$ cat config.mk
export PLATFORM = sky130hd
export DESIGN_NAME = decode_queue
export DESIGN_NICKNAME = d
export VERILOG_FILES = /design/src/rtl/decode_queue.sv
export SDC_FILE = /design/constraint.sdc
export NUM_CORES = 1
export LEC_CHECK = 0
export CAP_MARGIN = 20
export CELL_PAD_IN_SITES_DETAIL_PLACEMENT = 0
export CELL_PAD_IN_SITES_GLOBAL_PLACEMENT = 1
export CORE_ASPECT_RATIO = 0.6
export CORE_UTILIZATION = 47
export DETAILED_ROUTE_END_ITERATION = 10
export PLACE_DENSITY = 0.86
export SLEW_MARGIN = 20
export SYNTH_ARGS = -nofsm -noshare
export SYNTH_HDL_FRONTEND = slang
export SYNTH_SLANG_ARGS = --single-unit
$ cat constraint.sdc
create_clock -name clk -period 4.83 [get_ports clk]
set_input_delay 0.966 -clock clk [delete_from_list [all_inputs] [get_ports clk]]
set_output_delay 0.966 -clock clk [all_outputs]
set_load 0.01 [all_outputs]
$ cat src/rtl/decode_queue.sv
// Fetch-to-decode instruction queue: decodes each instruction as it is pushed and
// presents the stored decode of the oldest entry on registered id_* outputs.
module decode_queue #(
  parameter int          DEPTH    = 4,
  parameter logic [31:0] RESET_PC = 32'hBFC00000
) (
  input  logic        clk,
  input  logic        rst,
  input  logic        flush,
  input  logic        if_valid,
  input  logic [31:0] if_pc,
  input  logic [31:0] if_inst,
  output logic        if_ready,
  output logic        id_valid,
  input  logic        id_ready,
  output logic [31:0] id_pc,
  output logic [31:0] id_inst,
  output logic [12:0] id_controls,
  output logic [4:0]  id_alucontrol,
  output logic [31:0] id_ext_imm,
  output logic [4:0]  id_rs,
  output logic [4:0]  id_rt,
  output logic [4:0]  id_rd,
  output logic        id_in_slot
);

  localparam int PTR_W = $clog2(DEPTH);
  localparam int CNT_W = PTR_W + 1;

  localparam logic [4:0] NO_CONTROL    = 5'd0;
  localparam logic [4:0] AND_CONTROL   = 5'd1;
  localparam logic [4:0] OR_CONTROL    = 5'd2;
  localparam logic [4:0] XOR_CONTROL   = 5'd3;
  localparam logic [4:0] NOR_CONTROL   = 5'd4;
  localparam logic [4:0] ADD_CONTROL   = 5'd5;
  localparam logic [4:0] ADDU_CONTROL  = 5'd6;
  localparam logic [4:0] SUB_CONTROL   = 5'd7;
  localparam logic [4:0] SUBU_CONTROL  = 5'd8;
  localparam logic [4:0] SLT_CONTROL   = 5'd9;
  localparam logic [4:0] SLTU_CONTROL  = 5'd10;
  localparam logic [4:0] SLL_CONTROL   = 5'd11;
  localparam logic [4:0] SRL_CONTROL   = 5'd12;
  localparam logic [4:0] SRA_CONTROL   = 5'd13;
  localparam logic [4:0] SLLV_CONTROL  = 5'd14;
  localparam logic [4:0] SRLV_CONTROL  = 5'd15;
  localparam logic [4:0] SRAV_CONTROL  = 5'd16;
  localparam logic [4:0] LUI_CONTROL   = 5'd17;
  localparam logic [4:0] MULT_CONTROL  = 5'd18;
  localparam logic [4:0] MULTU_CONTROL = 5'd19;
  localparam logic [4:0] DIV_CONTROL   = 5'd20;
  localparam logic [4:0] DIVU_CONTROL  = 5'd21;

  // Control word: {regwrite,regdst,alusrc,branch,memen,memtoreg,jump,jal,jr,bal,memwrite,next_is_in_slot,invalid}
  localparam logic [12:0] CTL_INVALID = 13'b0000000000001;
  localparam logic [12:0] CTL_RTYPE   = 13'b1100000000000;
  localparam logic [12:0] CTL_HILO    = 13'b0100000000000;
  localparam logic [12:0] CTL_JR      = 13'b0000001010010;
  localparam logic [12:0] CTL_JALR    = 13'b1100000010010;
  localparam logic [12:0] CTL_LOAD    = 13'b1010110000000;
  localparam logic [12:0] CTL_STORE   = 13'b0010100000100;
  localparam logic [12:0] CTL_BRANCH  = 13'b0001000000010;
  localparam logic [12:0] CTL_BRLINK  = 13'b1001000001010;
  localparam logic [12:0] CTL_IMM     = 13'b1010000000000;
  localparam logic [12:0] CTL_J       = 13'b0000001000010;
  localparam logic [12:0] CTL_JAL     = 13'b1000000100010;
  localparam logic [12:0] CTL_MFC0    = 13'b1000000000000;
  localparam logic [12:0] CTL_MTC0    = 13'b0100000000000;

  typedef struct packed {
    logic [31:0] pc;
    logic [31:0] inst;
    logic [12:0] controls;
    logic [4:0]  alucontrol;
    logic [31:0] ext_imm;
    logic        in_slot;
  } entry_t;

  entry_t             mem [DEPTH];
  entry_t             new_entry;
  entry_t             head;
  logic [PTR_W-1:0]   wr_ptr, rd_ptr;
  logic [CNT_W-1:0]   count;
  logic               slot_flag;
  logic               push, pop;

  logic [5:0]  op, funct;
  logic [4:0]  rs, rt;
  logic [12:0] dec_ctl;
  logic [4:0]  dec_alu;
  logic [31:0] dec_imm;

  assign op    = if_inst[31:26];
  assign rs    = if_inst[25:21];
  assign rt    = if_inst[20:16];
  assign funct = if_inst[5:0];

  assign if_ready = (count != CNT_W'(DEPTH)) & ~rst & ~flush;
  assign id_valid = (count != '0);
  assign push     = if_valid & if_ready;
  assign pop      = id_valid & id_ready;

  // NOTE: every variable assigned in a combinational block gets a default first, so no path can infer a latch.
  always_comb begin
    dec_ctl = CTL_INVALID;
    case (op)
      6'h00: begin
        case (funct)
          6'h08:                      dec_ctl = CTL_JR;
          6'h09:                      dec_ctl = CTL_JALR;
          6'h0C, 6'h0D:               dec_ctl = '0;
          6'h18, 6'h19, 6'h1A, 6'h1B: dec_ctl = CTL_HILO;
          default:                    dec_ctl = CTL_RTYPE;
        endcase
      end
      6'h01: begin
        case (rt)
          5'h00, 5'h01: dec_ctl = CTL_BRANCH;
          5'h10, 5'h11: dec_ctl = CTL_BRLINK;
          default:      dec_ctl = CTL_INVALID;
        endcase
      end
      6'h02:                                           dec_ctl = CTL_J;
      6'h03:                                           dec_ctl = CTL_JAL;
      6'h04, 6'h05:                                    dec_ctl = CTL_BRANCH;
      6'h06, 6'h07:                                    dec_ctl = (rt == '0) ? CTL_BRANCH : CTL_INVALID;
      6'h08, 6'h09, 6'h0A, 6'h0B, 6'h0C, 6'h0D, 6'h0E: dec_ctl = CTL_IMM;
      6'h0F:                                           dec_ctl = (rs == '0) ? CTL_IMM : CTL_INVALID;
      6'h20, 6'h21, 6'h23, 6'h24, 6'h25:               dec_ctl = CTL_LOAD;
      6'h28, 6'h29, 6'h2B:                             dec_ctl = CTL_STORE;
      default:                                         dec_ctl = CTL_INVALID;
    endcase
    // Whole-word matches (NOP, ERET, MFC0/MTC0) win over the opcode table.
    if (if_inst == '0 || if_inst == 32'h42000018)
      dec_ctl = '0;
    else if (if_inst[31:21] == 11'h200 && if_inst[10:0] == '0)
      dec_ctl = CTL_MFC0;
    else if (if_inst[31:21] == 11'h204 && if_inst[10:0] == '0)
      dec_ctl = CTL_MTC0;
  end

  always_comb begin
    dec_alu = NO_CONTROL;
    case (op)
      6'h00: begin
        case (funct)
          6'h00:   dec_alu = SLL_CONTROL;
          6'h02:   dec_alu = SRL_CONTROL;
          6'h03:   dec_alu = SRA_CONTROL;
          6'h04:   dec_alu = SLLV_CONTROL;
          6'h06:   dec_alu = SRLV_CONTROL;
          6'h07:   dec_alu = SRAV_CONTROL;
          6'h18:   dec_alu = MULT_CONTROL;
          6'h19:   dec_alu = MULTU_CONTROL;
          6'h1A:   dec_alu = DIV_CONTROL;
          6'h1B:   dec_alu = DIVU_CONTROL;
          6'h20:   dec_alu = ADD_CONTROL;
          6'h21:   dec_alu = ADDU_CONTROL;
          6'h22:   dec_alu = SUB_CONTROL;
          6'h23:   dec_alu = SUBU_CONTROL;
          6'h24:   dec_alu = AND_CONTROL;
          6'h25:   dec_alu = OR_CONTROL;
          6'h26:   dec_alu = XOR_CONTROL;
          6'h27:   dec_alu = NOR_CONTROL;
          6'h2A:   dec_alu = SLT_CONTROL;
          6'h2B:   dec_alu = SLTU_CONTROL;
          default: dec_alu = NO_CONTROL;
        endcase
      end
      6'h20, 6'h21, 6'h23, 6'h24, 6'h25,
      6'h28, 6'h29, 6'h2B: dec_alu = ADD_CONTROL;
      6'h08:   dec_alu = ADD_CONTROL;
      6'h09:   dec_alu = ADDU_CONTROL;
      6'h0A:   dec_alu = SLT_CONTROL;
      6'h0B:   dec_alu = SLTU_CONTROL;
      6'h0C:   dec_alu = AND_CONTROL;
      6'h0D:   dec_alu = OR_CONTROL;
      6'h0E:   dec_alu = XOR_CONTROL;
      6'h0F:   dec_alu = LUI_CONTROL;
      default: dec_alu = NO_CONTROL;
    endcase
  end

  assign dec_imm = (op[3:2] == 2'b11) ? {16'h0000, if_inst[15:0]}
                                      : {{16{if_inst[15]}}, if_inst[15:0]};

  assign new_entry = '{pc: if_pc, inst: if_inst, controls: dec_ctl,
                       alucontrol: dec_alu, ext_imm: dec_imm, in_slot: slot_flag};

  // NOTE: entry storage has no reset; id_* outputs are forced to their empty values whenever count is zero.
  always_ff @(posedge clk) begin
    if (push) mem[wr_ptr] <= new_entry;
  end

  // NOTE: sequential state uses non-blocking assignments so every register samples pre-edge values.
  always_ff @(posedge clk) begin
    if (rst || flush) begin
      count     <= '0;
      wr_ptr    <= '0;
      rd_ptr    <= '0;
      slot_flag <= 1'b0;
    end else begin
      if (push) begin
        wr_ptr    <= wr_ptr + PTR_W'(1);
        slot_flag <= dec_ctl[1];
      end
      if (pop) rd_ptr <= rd_ptr + PTR_W'(1);
      case ({push, pop})
        2'b10:   count <= count + CNT_W'(1);
        2'b01:   count <= count - CNT_W'(1);
        default: count <= count;
      endcase
    end
  end

  assign head = mem[rd_ptr];

  always_comb begin
    id_pc         = RESET_PC;
    id_inst       = '0;
    id_controls   = '0;
    id_alucontrol = '0;
    id_ext_imm    = '0;
    id_rs         = '0;
    id_rt         = '0;
    id_rd         = '0;
    id_in_slot    = 1'b0;
    if (id_valid) begin
      id_pc         = head.pc;
      id_inst       = head.inst;
      id_controls   = head.controls;
      id_alucontrol = head.alucontrol;
      id_ext_imm    = head.ext_imm;
      id_rs         = head.inst[25:21];
      id_rt         = head.inst[20:16];
      id_rd         = head.inst[15:11];
      id_in_slot    = head.in_slot;
    end
  end

endmodule

==> results of run 1 <==
## state kept, by name, summed over array words and instances, names as in the netlist, named ones only
name       cells
count          3
rd_ptr         2
wr_ptr         2
mem          336
slot_flag      1
## cells by family after synthesis
group | count (synthesis)
AO/OA/AOI/OAI | 48
XOR/XNOR | 6
adder cells (fa/ha/maj) | 11
buffers and inverters | 98
flip-flops | 346
multiplexers | 86
AND/OR/NAND/NOR | 170
## cells in the mapped netlist, types with 3 or more instances
| cell type | n | area share (%) |
|---|---|---|
| a21oi_1 | 13 | 0.46 |
| a31oi_1 | 11 | 0.48 |
| and2_1 | 78 | 3.4 |
| and3_1 | 5 | 0.22 |
| buf_1 | 3 | 0.079 |
| buf_2 | 10 | 0.35 |
| buf_4 | 48 | 2.5 |
| clkbuf_1 | 20 | 0.53 |
| dfxtp_1 | 10 | 1.4 |
| edfxtp_1 | 336 | 71 |
| ha_1 | 10 | 0.88 |
| inv_1 | 15 | 0.39 |
| mux4_2 | 84 | 13 |
| nand2_1 | 14 | 0.37 |
| nand3b_1 | 3 | 0.16 |
| nand4_1 | 3 | 0.13 |
| nor2_1 | 24 | 0.63 |
| nor2b_1 | 3 | 0.13 |
| nor3_1 | 10 | 0.35 |
| o21ai_0 | 5 | 0.18 |
| o31ai_1 | 3 | 0.16 |
| or2_2 | 9 | 0.39 |
| or3_1 | 5 | 0.22 |
| xnor2_1 | 3 | 0.18 |
| xor2_1 | 3 | 0.18 |
## per-stage QoR
stage | utilization (%) | area [um2] | std cells | total power [uW] | setup slack, ns
after floorplan | - | 14300 | 765 | 3520 | 0.558
after global placement | 55.2 | 16500 | 1307 | 3680 | 0.999
after detailed placement | 55.2 | 16500 | 1307 | 3690 | 0.940
after CTS | 58.5 | 17500 | 1362 | 6090 | 0.728
after global routing | 58.5 | 17500 | 1362 | 6230 | 0.623
final | 58.5 | 17500 | 1362 | 6040 | 0.840
## path summary, 6_finish.rpt
| check | start | to | slack (ns) | cells past startpoint |
|---|---|---|---|---|
| worst min-delay path | slot_flag | mem[3][0] | 0.51 | 0 |
| worst max register to register | count[2] | count[2] | 2.30 | 9 |
| worst max-delay path | register | id_pc[23] | 0.84 | 4 |
| worst min register to register | slot_flag | mem[3][0] | 0.51 | 0 |
## critical path, cell delays in order, from the launching register on
cell and delay [ns]:
dfxtp_4 0.70, buf_4 0.44, mux4_2 0.55, or2_2 0.29
clkdlybuf4s50_1 0.48
## final cells by class
cell class | instances | area (um2)
clock buffer | 36 | 795
clock inverter | 19 | 194
fill | 2285 | 12400
inverter | 15 | 56.3
multi-input combinational | 321 | 3450
sequential | 346 | 10300
tap | 408 | 510
timing repair buffer | 217 | 2190
## power by group through the flow
| stage | sequential [uW] | combinational [uW] | clock, uW |
|---|---|---|---|
| detailed placement | 3390 | 301 | 0 |
| global placement | 3390 | 297 | 0 |
| global route | 3320 | 326 | 2580 |
| floorplan | 3390 | 135 | 0 |
| CTS | 3320 | 303 | 2460 |
| finish | 3320 | 302 | 2410 |
## per-layer routing
layer / GRT usage, % / part of all wire, % / routed length [um] / up-vias
li1: - / - / - / 3312
met1: 31.5 / 49 / 14400 / 3854
met2: 27.0 / 43 / 12700 / 289
met3: 3.99 / 7.1 / 2100 / 29
met4: 3.47 / 1.1 / 337 / 0
met5: 0 / 0 / 0 / -
==> summary.txt, run 1 <==
Detailed routing
  – Final antenna-violating net count: 0
  – DRC: 0
  – DR vias: 7484
  – TritonRoute pass-1 iters: 5
  – Post-Route WL: 29600 um
  – Initial drt markers: 652
  – DR vias/cell: 5.49
  – Wire per inst: 21.7 um

Layout
  – Area grow syn2layout: 22.4%
  – Most frequent cells in the layout: edfxtp_1, clkdlybuf4s50_1, mux4_2, and2_1, clkbuf_16
  – Share of cells above drive strength 1: 17.9%
  – Commonest non-fill, non-tap cell in the layout: edfxtp_1
  – Nets: 1012
  – Antenna diodes: 0

STA
  – Hold_ws: 0.511 ns
  – Final Slew Violations: 0
  – Post-route clock skew: 0.0146 ns
  – # setup viols final: 0
  – Slew @ Worst Pin: 0.936 ns
  – Setup TNS: 0 ns
  – Max Fclk: 251 MHz
  – Slew headroom: 36.8%
  – RSZ-0062 raised after global routing: no
  – Period minus WS final: 3.99 ns
  – Part of the cycle the worst path needs: 82.6%
  – Final Hold Viols: 0

Power
  – Flop pwr share: 55.0%
  – Max VDD drop: 0.235 mV
  – P_sw: 1190 uW
  – Switching share of total power: 19.8%
  – Pwr Density: 345 nW/um2
  – Combinational share of power: 5.0%
  – Leakage power: 0.00540 uW
  – Internal power: 4840 uW
  – Clock network power share: 40.0%

Synthesis
  – Syn_nets: 845
  – Asr flop ratio synth: 0%
  – Post-synthesis mux area share: 13.4%
  – Synth Warn #: 0
  – Syn Area/Cell: 18.7 um2
  – Synth Cell Area: 14300 um2
  – Compound-Gate Fraction of Synth Area: 2.26%
  – Post-Synth Adder-Cell Area: 1.02%
  – Main flop type after synthesis: edfxtp_1
  – Largest family of logic cells by synthesized area: multiplexers
  – Cell variety after synth: 55
  – Post-Synthesis Cells: 765
  – EDFF count, synth: 336
  – Post-Synth Simple-Gate Area: 6.97%
  – Post-Synth XOR/XNOR Area: 0.368%
  – Seq cells post-synth: 346
  – Register area share after synthesis: 72.0%

Worst setup path
  – WP data arrival: 3.02 ns
  – Critical path startpoint category: register
  – Crit. End Element: output pin
  – CP Max Fanout: 27
  – Req. time, crit path: 3.86 ns
  – Kind of critical path: register to output pin

Floorplanning
  – Chip width: 227 um
  – Starting Density: 47.8%
  – IO Pins: 201
  – Std cell rows: 49
  – Die area: 31100 um2
  – Core Area: 29900 um2
  – Die height: 137 um

Placed design
  – PortBufs: 200
  – RePlAce Congestion: 0.772
  – HPWL Detailed: 19400 um

Global route
  – First-pass GRT wire length: 44800 um
  – GRT Total Usage: 19.4%
  – Vias in the first global route: 7404
  – GRT Residual Overflow: 0
  – Largest net degree at the start of global routing: 56
  – Initial antenna violation count: 0

Clocking
  – Root Buffer Master: clkbuf_16
  – H-tree depth reported by CTS: 1
  – Sink Count: 346
  – Post_cts resized: 0
  – Clock insertion delay at the later pin of the skew report: 0.57 ns
  – Cts bufs inserted: 31
  – Postcts setup bufs: 0
  – Clock Tree Buf Depth: 3
  – Hold_buf cts: 0
  – CTS tree: done
  – Clock slew at reported path FFs: 0.06 ns

Job
  – Max Cap Viol: 0

Worst hold path
  – HP Class: register to register

Status
  – Status: finished clean
(Power assumes the default switching activity.)
==> run 2, diff against run 1 <==
- CORE_UTILIZATION: 47 -> 42
- PLACE_DENSITY: 0.86 -> 0.82
- clock period: 4.83 -> 3.45 ns (I/O delays scaled with it)
==> summary.txt, run 2 (synthesized netlist as in run 1, its figures left out) <==
Placed design
  – HPWL Detailed: 20200 um (was 19400 um)
  – Placed inst area: 16800 um2 (was 16500 um2)
  – Pre-CTS setup slack: 0.341 ns (was 0.940 ns)
  – PortBufs: 200 (unchanged)
  – RePlAce Congestion: 0.844 (was 0.772)

Layout
  – Largest Register: mem (unchanged)
  – Biggest registers after layout: mem: 336 flops, count: 3 flops (unchanged)
  – Area grow syn2layout: 25.5% (was 22.4%)
  – Commonest non-fill, non-tap cell in the layout: edfxtp_1 (unchanged)
  – Largest register FFs: 336 (unchanged)
  – Most frequent cells in the layout: edfxtp_1, clkdlybuf4s50_1, mux4_2, and2_1, clkbuf_16 (unchanged)
  – Share of cells above drive strength 1: 20.7% (was 17.9%)
  – Antenna diodes: 0 (unchanged)
  – Post-route cell area: 17900 um2 (was 17500 um2)
  – Fillcell total: 2640 (was 2285)
  – Nets: 1042 (was 1012)

STA
  – Final worst-path setup slack: 0.113 ns (was 0.840 ns)
  – Slew headroom: 42.5% (was 36.8%)
  – Post-route clock skew: 0.0152 ns (was 0.0146 ns)
  – RSZ-0062 raised after global routing: no (unchanged)
  – # setup viols final: 0 (unchanged)
  – Max Fclk: 300 MHz
  – Hold_ws: 0.520 ns (was 0.511 ns)
  – Final Slew Violations: 0 (unchanged)
  – Final Hold Viols: 0 (unchanged)
  – Slew @ Worst Pin: 0.852 ns (was 0.936 ns)
  – Part of the cycle the worst path needs: 96.7%
  – Period minus WS final: 3.34 ns
  – Setup TNS: 0 ns (unchanged)

Worst hold path
  – WHS Path Cells: 0 (unchanged)
  – HP Class: register to register (unchanged)
  – Origin of the worst min-delay path: slot_flag (unchanged)
  – Hold Path End: mem[1][0] (was mem[3][0])

Detailed routing
  – Met1 Routed Length: 14400 um (about the same)
  – Met2 routed wirelength: 13800 um (was 12700 um)
  – Metal3 WL: 2410 um (was 2100 um)
  – DRC: 0 (unchanged)
  – DR vias/cell: 5.30 (was 5.49)
  – Post-Route WL: 31000 um (was 29600 um)
  – DR top layer: met4 (unchanged)
  – Initial drt markers: 678 (was 652)
  – Wire per inst: 21.6 um (was 21.7 um)
  – TritonRoute pass-1 iters: 4 (was 5)
  – Final antenna-violating net count: 0 (unchanged)
  – DR vias: 7600 (was 7484)

Clocking
  – Sink Count: 346 (unchanged)
  – Hold_buf cts: 0 (unchanged)
  – Clock slew at reported path FFs: 0.06 ns (about the same)
  – Root Buffer Master: clkbuf_16 (unchanged)
  – H-tree depth reported by CTS: 2 (was 1)
  – Clock insertion delay at the later pin of the skew report: 0.51 ns (was 0.57 ns)
  – CTS tree: done (unchanged)
  – Clock Tree Buf Depth: 3 (unchanged)
  – Cts bufs inserted: 34 (was 31)

Floorplanning
  – Starting Density: 43.4% (was 47.8%)
  – Core Area: 32900 um2 (was 29900 um2)
  – Die area: 34800 um2 (was 31100 um2)
  – Chip width: 240 um (was 227 um)
  – Die height: 145 um (was 137 um)
  – Std cell rows: 51 (was 49)
  – IO Pins: 201 (unchanged)

Power
  – Pwr Density: 486 nW/um2 (was 345 nW/um2)
  – Max VDD drop: 0.281 mV (was 0.235 mV)
  – Pwr Total: 8720 uW (was 6040 uW)
  – Leakage power: 0.00561 uW (was 0.00540 uW)

Worst setup path
  – Worst reg2reg path depth: 9 (unchanged)
  – Critical path startpoint category: register (unchanged)
  – Kind of critical path: register to output pin (unchanged)
  – R2r setup slk: 1.11 ns (was 2.30 ns)
  – R2R Path End: count[2] (unchanged)
  – CP Max Fanout: 34 (was 27)
  – Req. time, crit path: 2.76 ns (was 3.86 ns)
  – Reg2reg start: count[2] (unchanged)
  – WP data arrival: 2.65 ns (was 3.02 ns)
  – Crit. End Element: output pin (unchanged)

Status
  – Status: finished clean (unchanged)

Global route
  – Vias in the first global route: 7641 (was 7404)
  – GRT Residual Overflow: 0 (unchanged)
  – Largest net degree at the start of global routing: 62 (was 56)
  – Initial antenna violation count: 2 (was 0)
  – First-pass GRT wire length: 46900 um (was 44800 um)
  – GRT Total Usage: 18.1% (was 19.4%)

Job
  – Max Cap Viol: 0 (unchanged)
run 2: what timing repair did:
action,in CTS,in global routing
buffers inserted,0,0
endpoints found under the setup margin,0,27
gates resized for setup,0,6
run 2: final cells by class:
| type | count | area [um2] | area share, % |
|---|---|---|---|
| clock buffers | 43 | 926 | 5.16 |
| clock inverters | 15 | 156 | 0.872 |
| inverters | 15 | 58.8 | 0.328 |
| multi-input cells | 321 | 3450 | 19.3 |
| flip-flops and latches | 346 | 10300 | 57.4 |
| well taps | 450 | 563 | 3.14 |
| repair buffers | 244 | 2490 | 13.9 |
run 2: worst max-delay path by stage:
stage          startpoint              to  cells past startpoint
6_report         register  id_controls[9]                      5
5_1_grt          register  id_controls[9]                      5
4_1_cts          register  id_ext_imm[12]                      5
3_5_place_dp        flush        count[2]                     11
3_3_place_gp          rst        count[2]                     11
2_1_floorplan         rst       mem[0][0]                      4
run 2: stage by stage:
step	instances	utilization [%]
finish	1434	54.5
global route	1434	54.5
detailed placement	1376	51.1
global placement	1376	51.1
CTS	1434	54.4
floorplan	765	-
run 2: metal layers:
layer / track usage (%) / vias up
li1: - / 3389
met1: 28.1 / 3879
met2: 26.5 / 295
met3: 3.67 / 37
met4: 3.63 / 0
met5: 0 / -
run 2: report_power, final:
group	internal (uW)	switching [uW]
Combinational	219	223
Clock	2130	1500
Sequential	4640	9.60
run 2: critical path: stages (launching register included):
cell	delay [ns]
dfxtp_4	0.38
buf_16	0.27
buf_4	0.20
mux4_2	0.57
and2_1	0.20
clkdlybuf4s50_1	0.49
